File: src/rtl/multicycle_main_controller.sv
// ============================================================================
// Module      : multicycle_main_controller
// Description : Multi-cycle RV32I main control FSM. Sequences fetch, decode,
//               execute, memory and write-back steps with memory wait-states
//               and illegal-opcode trapping.
// Revision    : 1.0 - initial release
// ============================================================================
`default_nettype none

module multicycle_main_controller #(
    parameter logic SUPPORT_U       = 1'b1,
    parameter logic SUPPORT_JALR    = 1'b1,
    parameter logic MEM_HANDSHAKE   = 1'b1,
    parameter logic TRAP_ON_ILLEGAL = 1'b1
) (
    input  logic       clk,
    input  logic       rst,
    input  logic [6:0] opcode,
    input  logic       mem_ready,
    output logic       pc_write,
    output logic       ir_write,
    output logic       adr_sel,
    output logic       mem_read,
    output logic       memwrite_en,
    output logic       regwrite_en,
    output logic [2:0] imm_sel,
    output logic       b_imm_sel,
    output logic       a_pc_sel,
    output logic [1:0] alu_type_sel,
    output logic [1:0] wb_sel,
    output logic       branch,
    output logic       jump,
    output logic       illegal_instr,
    output logic [3:0] state
);

    localparam logic [3:0] c_st_fetch    = 4'd0;
    localparam logic [3:0] c_st_decode   = 4'd1;
    localparam logic [3:0] c_st_memadr   = 4'd2;
    localparam logic [3:0] c_st_memread  = 4'd3;
    localparam logic [3:0] c_st_memwb    = 4'd4;
    localparam logic [3:0] c_st_memwrite = 4'd5;
    localparam logic [3:0] c_st_exec_r   = 4'd6;
    localparam logic [3:0] c_st_exec_i   = 4'd7;
    localparam logic [3:0] c_st_aluwb    = 4'd8;
    localparam logic [3:0] c_st_branch   = 4'd9;
    localparam logic [3:0] c_st_jal      = 4'd10;
    localparam logic [3:0] c_st_jalr     = 4'd11;
    localparam logic [3:0] c_st_upper    = 4'd12;
    localparam logic [3:0] c_st_trap     = 4'd13;

    localparam logic [6:0] c_op_load   = 7'b0000011;
    localparam logic [6:0] c_op_store  = 7'b0100011;
    localparam logic [6:0] c_op_r      = 7'b0110011;
    localparam logic [6:0] c_op_i      = 7'b0010011;
    localparam logic [6:0] c_op_branch = 7'b1100011;
    localparam logic [6:0] c_op_jal    = 7'b1101111;
    localparam logic [6:0] c_op_jalr   = 7'b1100111;
    localparam logic [6:0] c_op_lui    = 7'b0110111;
    localparam logic [6:0] c_op_auipc  = 7'b0010111;

    logic [3:0] r_state;
    logic [3:0] w_next;
    logic [3:0] w_dispatch;
    logic       w_ready;

    assign w_ready = MEM_HANDSHAKE ? mem_ready : 1'b1;

    always_ff @(posedge clk) begin
        if (rst) begin
            r_state <= c_st_fetch;
        end else begin
            r_state <= w_next;
        end
    end

    // Illegal or parameter-disabled opcodes resolve to TRAP or a silent NOP.
    always_comb begin
        w_dispatch = TRAP_ON_ILLEGAL ? c_st_trap : c_st_fetch;
        case (opcode)
            c_op_load, c_op_store: w_dispatch = c_st_memadr;
            c_op_r:                w_dispatch = c_st_exec_r;
            c_op_i:                w_dispatch = c_st_exec_i;
            c_op_branch:           w_dispatch = c_st_branch;
            c_op_jal:              w_dispatch = c_st_jal;
            c_op_jalr:             if (SUPPORT_JALR) w_dispatch = c_st_jalr;
            c_op_lui, c_op_auipc:  if (SUPPORT_U) w_dispatch = c_st_upper;
            default:               ;
        endcase
    end

    always_comb begin
        w_next = c_st_fetch;
        case (r_state)
            c_st_fetch:    w_next = w_ready ? c_st_decode : c_st_fetch;
            c_st_decode:   w_next = w_dispatch;
            c_st_memadr:   w_next = (opcode == c_op_store) ? c_st_memwrite : c_st_memread;
            c_st_memread:  w_next = w_ready ? c_st_memwb : c_st_memread;
            c_st_memwb:    w_next = c_st_fetch;
            c_st_memwrite: w_next = w_ready ? c_st_fetch : c_st_memwrite;
            c_st_exec_r:   w_next = c_st_aluwb;
            c_st_exec_i:   w_next = c_st_aluwb;
            c_st_trap:     w_next = c_st_trap;
            default:       w_next = c_st_fetch;
        endcase
    end

    always_comb begin
        pc_write      = 1'b0;
        ir_write      = 1'b0;
        adr_sel       = 1'b0;
        mem_read      = 1'b0;
        memwrite_en   = 1'b0;
        regwrite_en   = 1'b0;
        imm_sel       = 3'b000;
        b_imm_sel     = 1'b0;
        a_pc_sel      = 1'b0;
        alu_type_sel  = 2'b00;
        wb_sel        = 2'b00;
        branch        = 1'b0;
        jump          = 1'b0;
        illegal_instr = 1'b0;
        state         = r_state;
        case (r_state)
            c_st_fetch: begin
                mem_read = 1'b1;
                pc_write = w_ready;
                ir_write = w_ready;
            end
            c_st_memadr: begin
                imm_sel   = (opcode == c_op_store) ? 3'b001 : 3'b000;
                b_imm_sel = 1'b1;
            end
            c_st_memread: begin
                adr_sel  = 1'b1;
                mem_read = 1'b1;
            end
            c_st_memwb: begin
                regwrite_en = 1'b1;
                wb_sel      = 2'b01;
            end
            c_st_memwrite: begin
                adr_sel     = 1'b1;
                memwrite_en = 1'b1;
            end
            c_st_exec_r: alu_type_sel = 2'b01;
            c_st_exec_i: begin
                alu_type_sel = 2'b11;
                b_imm_sel    = 1'b1;
            end
            c_st_aluwb: regwrite_en = 1'b1;
            c_st_branch: begin
                branch       = 1'b1;
                imm_sel      = 3'b010;
                alu_type_sel = 2'b10;
            end
            c_st_jal: begin
                jump        = 1'b1;
                pc_write    = 1'b1;
                imm_sel     = 3'b011;
                regwrite_en = 1'b1;
                wb_sel      = 2'b10;
            end
            c_st_jalr: begin
                jump        = 1'b1;
                pc_write    = 1'b1;
                b_imm_sel   = 1'b1;
                regwrite_en = 1'b1;
                wb_sel      = 2'b10;
            end
            c_st_upper: begin
                imm_sel     = 3'b100;
                regwrite_en = 1'b1;
                if (opcode == c_op_lui) begin
                    wb_sel = 2'b11;
                end else begin
                    a_pc_sel  = 1'b1;
                    b_imm_sel = 1'b1;
                end
            end
            c_st_trap: illegal_instr = 1'b1;
            default: ;
        endcase
        // Reset masks everything so an aborted instruction never issues a write.
        if (rst) begin
            pc_write      = 1'b0;
            ir_write      = 1'b0;
            adr_sel       = 1'b0;
            mem_read      = 1'b0;
            memwrite_en   = 1'b0;
            regwrite_en   = 1'b0;
            imm_sel       = 3'b000;
            b_imm_sel     = 1'b0;
            a_pc_sel      = 1'b0;
            alu_type_sel  = 2'b00;
            wb_sel        = 2'b00;
            branch        = 1'b0;
            jump          = 1'b0;
            illegal_instr = 1'b0;
            state         = 4'd0;
        end
    end

endmodule

`default_nettype wire

File: config.mk
export PLATFORM = sky130hd
export DESIGN_NAME = multicycle_main_controller
export DESIGN_NICKNAME = d
export VERILOG_FILES = /design/src/rtl/multicycle_main_controller.sv
export SDC_FILE = /design/constraint.sdc
export NUM_CORES = 1
export LEC_CHECK = 0
export BUFFER_PORTS_ARGS = -buffer_cell sky130_fd_sc_hd__buf_2
export CORE_MARGIN = 10
export CORE_UTILIZATION = 24
export CTS_CLUSTER_DIAMETER = 40
export DETAILED_ROUTE_END_ITERATION = 16
export HOLD_SLACK_MARGIN = 0.15
export SLEW_MARGIN = 20
export SYNTH_ARGS = -nofsm -noshare
export SYNTH_HDL_FRONTEND = slang
export SYNTH_SLANG_ARGS = --single-unit
File: constraint.sdc
create_clock -name clk -period 1.4 [get_ports clk]
set_input_delay 0.07 -clock clk [delete_from_list [all_inputs] [get_ports clk]]
set_output_delay 0.07 -clock clk [all_outputs]
set_load 0.02 [all_outputs]
==> run metrics <==
status=complete, but fails checks; failing checks=negative setup slack; diode count=0; CP max stage cell=nor4b_4; crit path time final=1.507 ns; hold endpoint=r_state[3]$_SDFF_PP0_; Regs by FF count=r_state (4); clk root buf=clkbuf_4; # IOs=32; R2R depth=5; FF+latch count, synth=4; Max IR drop VDD=0.3964 mV; r2r endpoint=r_state[2]$_SDFF_PP0_; CP top delay family=simple AND/OR/NAND/NOR gates; CP Data Arrival Time=1.44 ns; Port Buffer Count=31; starting density of the core=24.72%; vias in the first global route=906; skew final=0.001321 ns; routability cong.=0.8788; synth cell count leaders=a21oi_1 (8), nand2_1 (8), inv_1 (6), nor2_1 (6), nor3_1 (5); DR vias=855; via/cell ratio=4.971; worst path cell trace=nor4b_4 -> nand2_4 -> clkinv_2 -> and2_4 -> or2_4 -> buf_6; antenna violations before repair=0; CTS buffer count=3; Max-slew headroom=78.09%; CP max stage delay=0.38 ns; Required @ worst endpoint=1.33 ns; first drt pass iteration count=4; Hold Buf Count CTS=0; Mapped Area=606.8 um2; Overflow after GRT=0; clock sink count=4; post-DP HPWL=1748 um; CP Class=reg2out; final hold vios=0; Area growth, synth to finish=104.1%; Synth area leader=dfxtp_1; max_cap viols=0; Clock Path Buffers=2; Rows=18; synth top area cells=dfxtp_1 (13%), a21oi_1 (6.6%), nand2_1 (4.9%); hold path startpoint=rst; clock transition at the registers of the reported paths=0.03 ns; Synth Warn #=0; TritonCTS clock tree=yes; reg-to-reg startpoint=r_state[2]$_SDFF_PP0_; Post-synth EDFFs=0; die width=70.29 um; Hold WS=0.1722 ns; number of H-tree levels=1; Cell Pwr Density=859.4 nW/um2; Die Area=4940 um2; core area=2455 um2; startpoint type of the worst setup path=register; final WL=2528 um; cells after synthesis=88; Main synth FF type=dfxtp_1; Mapped Nets=98; DR WL/cell=14.70 um; Overall Power=1.065 mW; Setup TNS Final=-0.2686 ns; DRC=0; class of the worst hold path=in2reg; Post-Place Setup Slack=0.02367 ns; top cell type's share of synthesized area=13.20%; ys async rst share=0%; register area share after synthesis=13.20%; Worst Path Max Fanout=3; synthesized area per cell=6.896 um2; Nets=154; post-route setup slack=-0.1072 ns; Initial DRC Count=34; insertion delay to the later sink of the worst-skew pair=0.23 ns; f_max=663.5 MHz; register bank with the most flops=r_state; R2R Setup Slk=0.01 ns; Largest register FFs=4; Pins Over Slew Limit=0; layout cell share with drive strength beyond 1=67.61%; Routed Antenna Nets=0; die height=70.29 um; Worst Setup End Kind=output pin; global-route wire length before repair=4215 um; Final setup violation count=5; hold path cells=2; Cell variety after synth=42; RSZ-0062 raised after global routing=yes; Static Leak=0.5678 nW; Buf/Inv on CP=2; largest net degree at the start of global routing=9; period utilization=107.7%; Slew @ Worst Pin=0.3272 ns; Tot GR Track Use=10.10%
## cell usage in the layout (no fill, tap or decap), drive strengths merged, types with 2 or more instances in the layout
master,netlist,final
a31oi,2,2
nor2b,3,3
and2,2,2
xnor2,3,3
buf,3,56
a21o,2,2
nor2,8,8
o21ai,2,2
nand3,3,3
nor3,5,5
nand2b,3,3
inv,7,6
clkbuf,2,3
and3,2,2
nand2,8,8
dfxtp,4,4
a21oi,8,8
## worst reg2reg max path: stages (launching register included)
cell      delay (ns)
dfxtp_4         0.35
buf_8           0.14
nor2_2          0.18
nand2_1         0.07
or3_1           0.30
a311oi_1        0.26
## cells by family after synthesis
| kind of cell | count (synthesis) | synth area share, % |
|---|---|---|
| AO/OA/AOI/OAI | 24 | 26.60 |
| XOR/XNOR | 3 | 4.331 |
| buffers and inverters | 13 | 12.99 |
| flip-flops | 4 | 13.20 |
| multiplexers | 1 | 1.650 |
| AND/OR/NAND/NOR | 43 | 41.24 |
## worst max-delay path by stage
stage / from / endpoint / slack [ns] / depth (start not counted)
2_1_floorplan: r_state[2]$_SDFF_PP0_ / b_imm_sel / 0.03 / 5
3_3_place_gp: r_state[2]$_SDFF_PP0_ / r_state[0]$_SDFF_PP0_ / 0.05 / 4
5_1_grt: r_state[1]$_SDFF_PP0_ / b_imm_sel / -0.15 / 6
3_5_place_dp: r_state[2]$_SDFF_PP0_ / r_state[2]$_SDFF_PP0_ / 0.02 / 5
4_1_cts: r_state[0]$_SDFF_PP0_ / b_imm_sel / -0.05 / 6
6_report: r_state[1]$_SDFF_PP0_ / b_imm_sel / -0.11 / 6
## stage by stage
stage / utilization (%) / instance area, um2 / instances
global placement: 34.66 / 850.8 / 156
finish: 50.46 / 1239 / 172
CTS: 43.88 / 1077 / 166
detailed placement: 34.66 / 850.8 / 156
global route: 50.46 / 1239 / 172
floorplan: - / 616.8 / 88
## per-layer routing
metal / global-route usage, % / up-vias / share of wire, %
met5: 0 / - / 0
met1: 10.10 / 392 / 37
met4: 4.825 / 0 / 1.5
li1: - / 426 / -
met2: 17.76 / 31 / 54
met3: 3.955 / 6 / 7.6
## power breakdown
group / total, mW / switching (mW) / internal, mW / leakage (nW)
clock: 0.138 / 0.0421 / 0.0955 / 0.0138
combinational: 0.757 / 0.391 / 0.366 / 0.519
sequential: 0.170 / 0.0314 / 0.139 / 0.0353
total: 1.06 / 0.465 / 0.600 / 0.568
## final cells by class
class                      instances  area [um2]
timing repair buffer              56       442.9
multi-input combinational         71       605.6
sequential                         4       92.59
tap                               30       37.54
inverter                           8       37.54
clock buffer                       3       22.52
fill                             213        1216
## what timing repair did
action,4_1_cts,5_1_grt
buffers inserted,6,6
setup endpoints to repair,13,18
pin swaps,5,7
resized for setup,37,33
gates cloned,1,0
(Power assumes the default switching activity.)
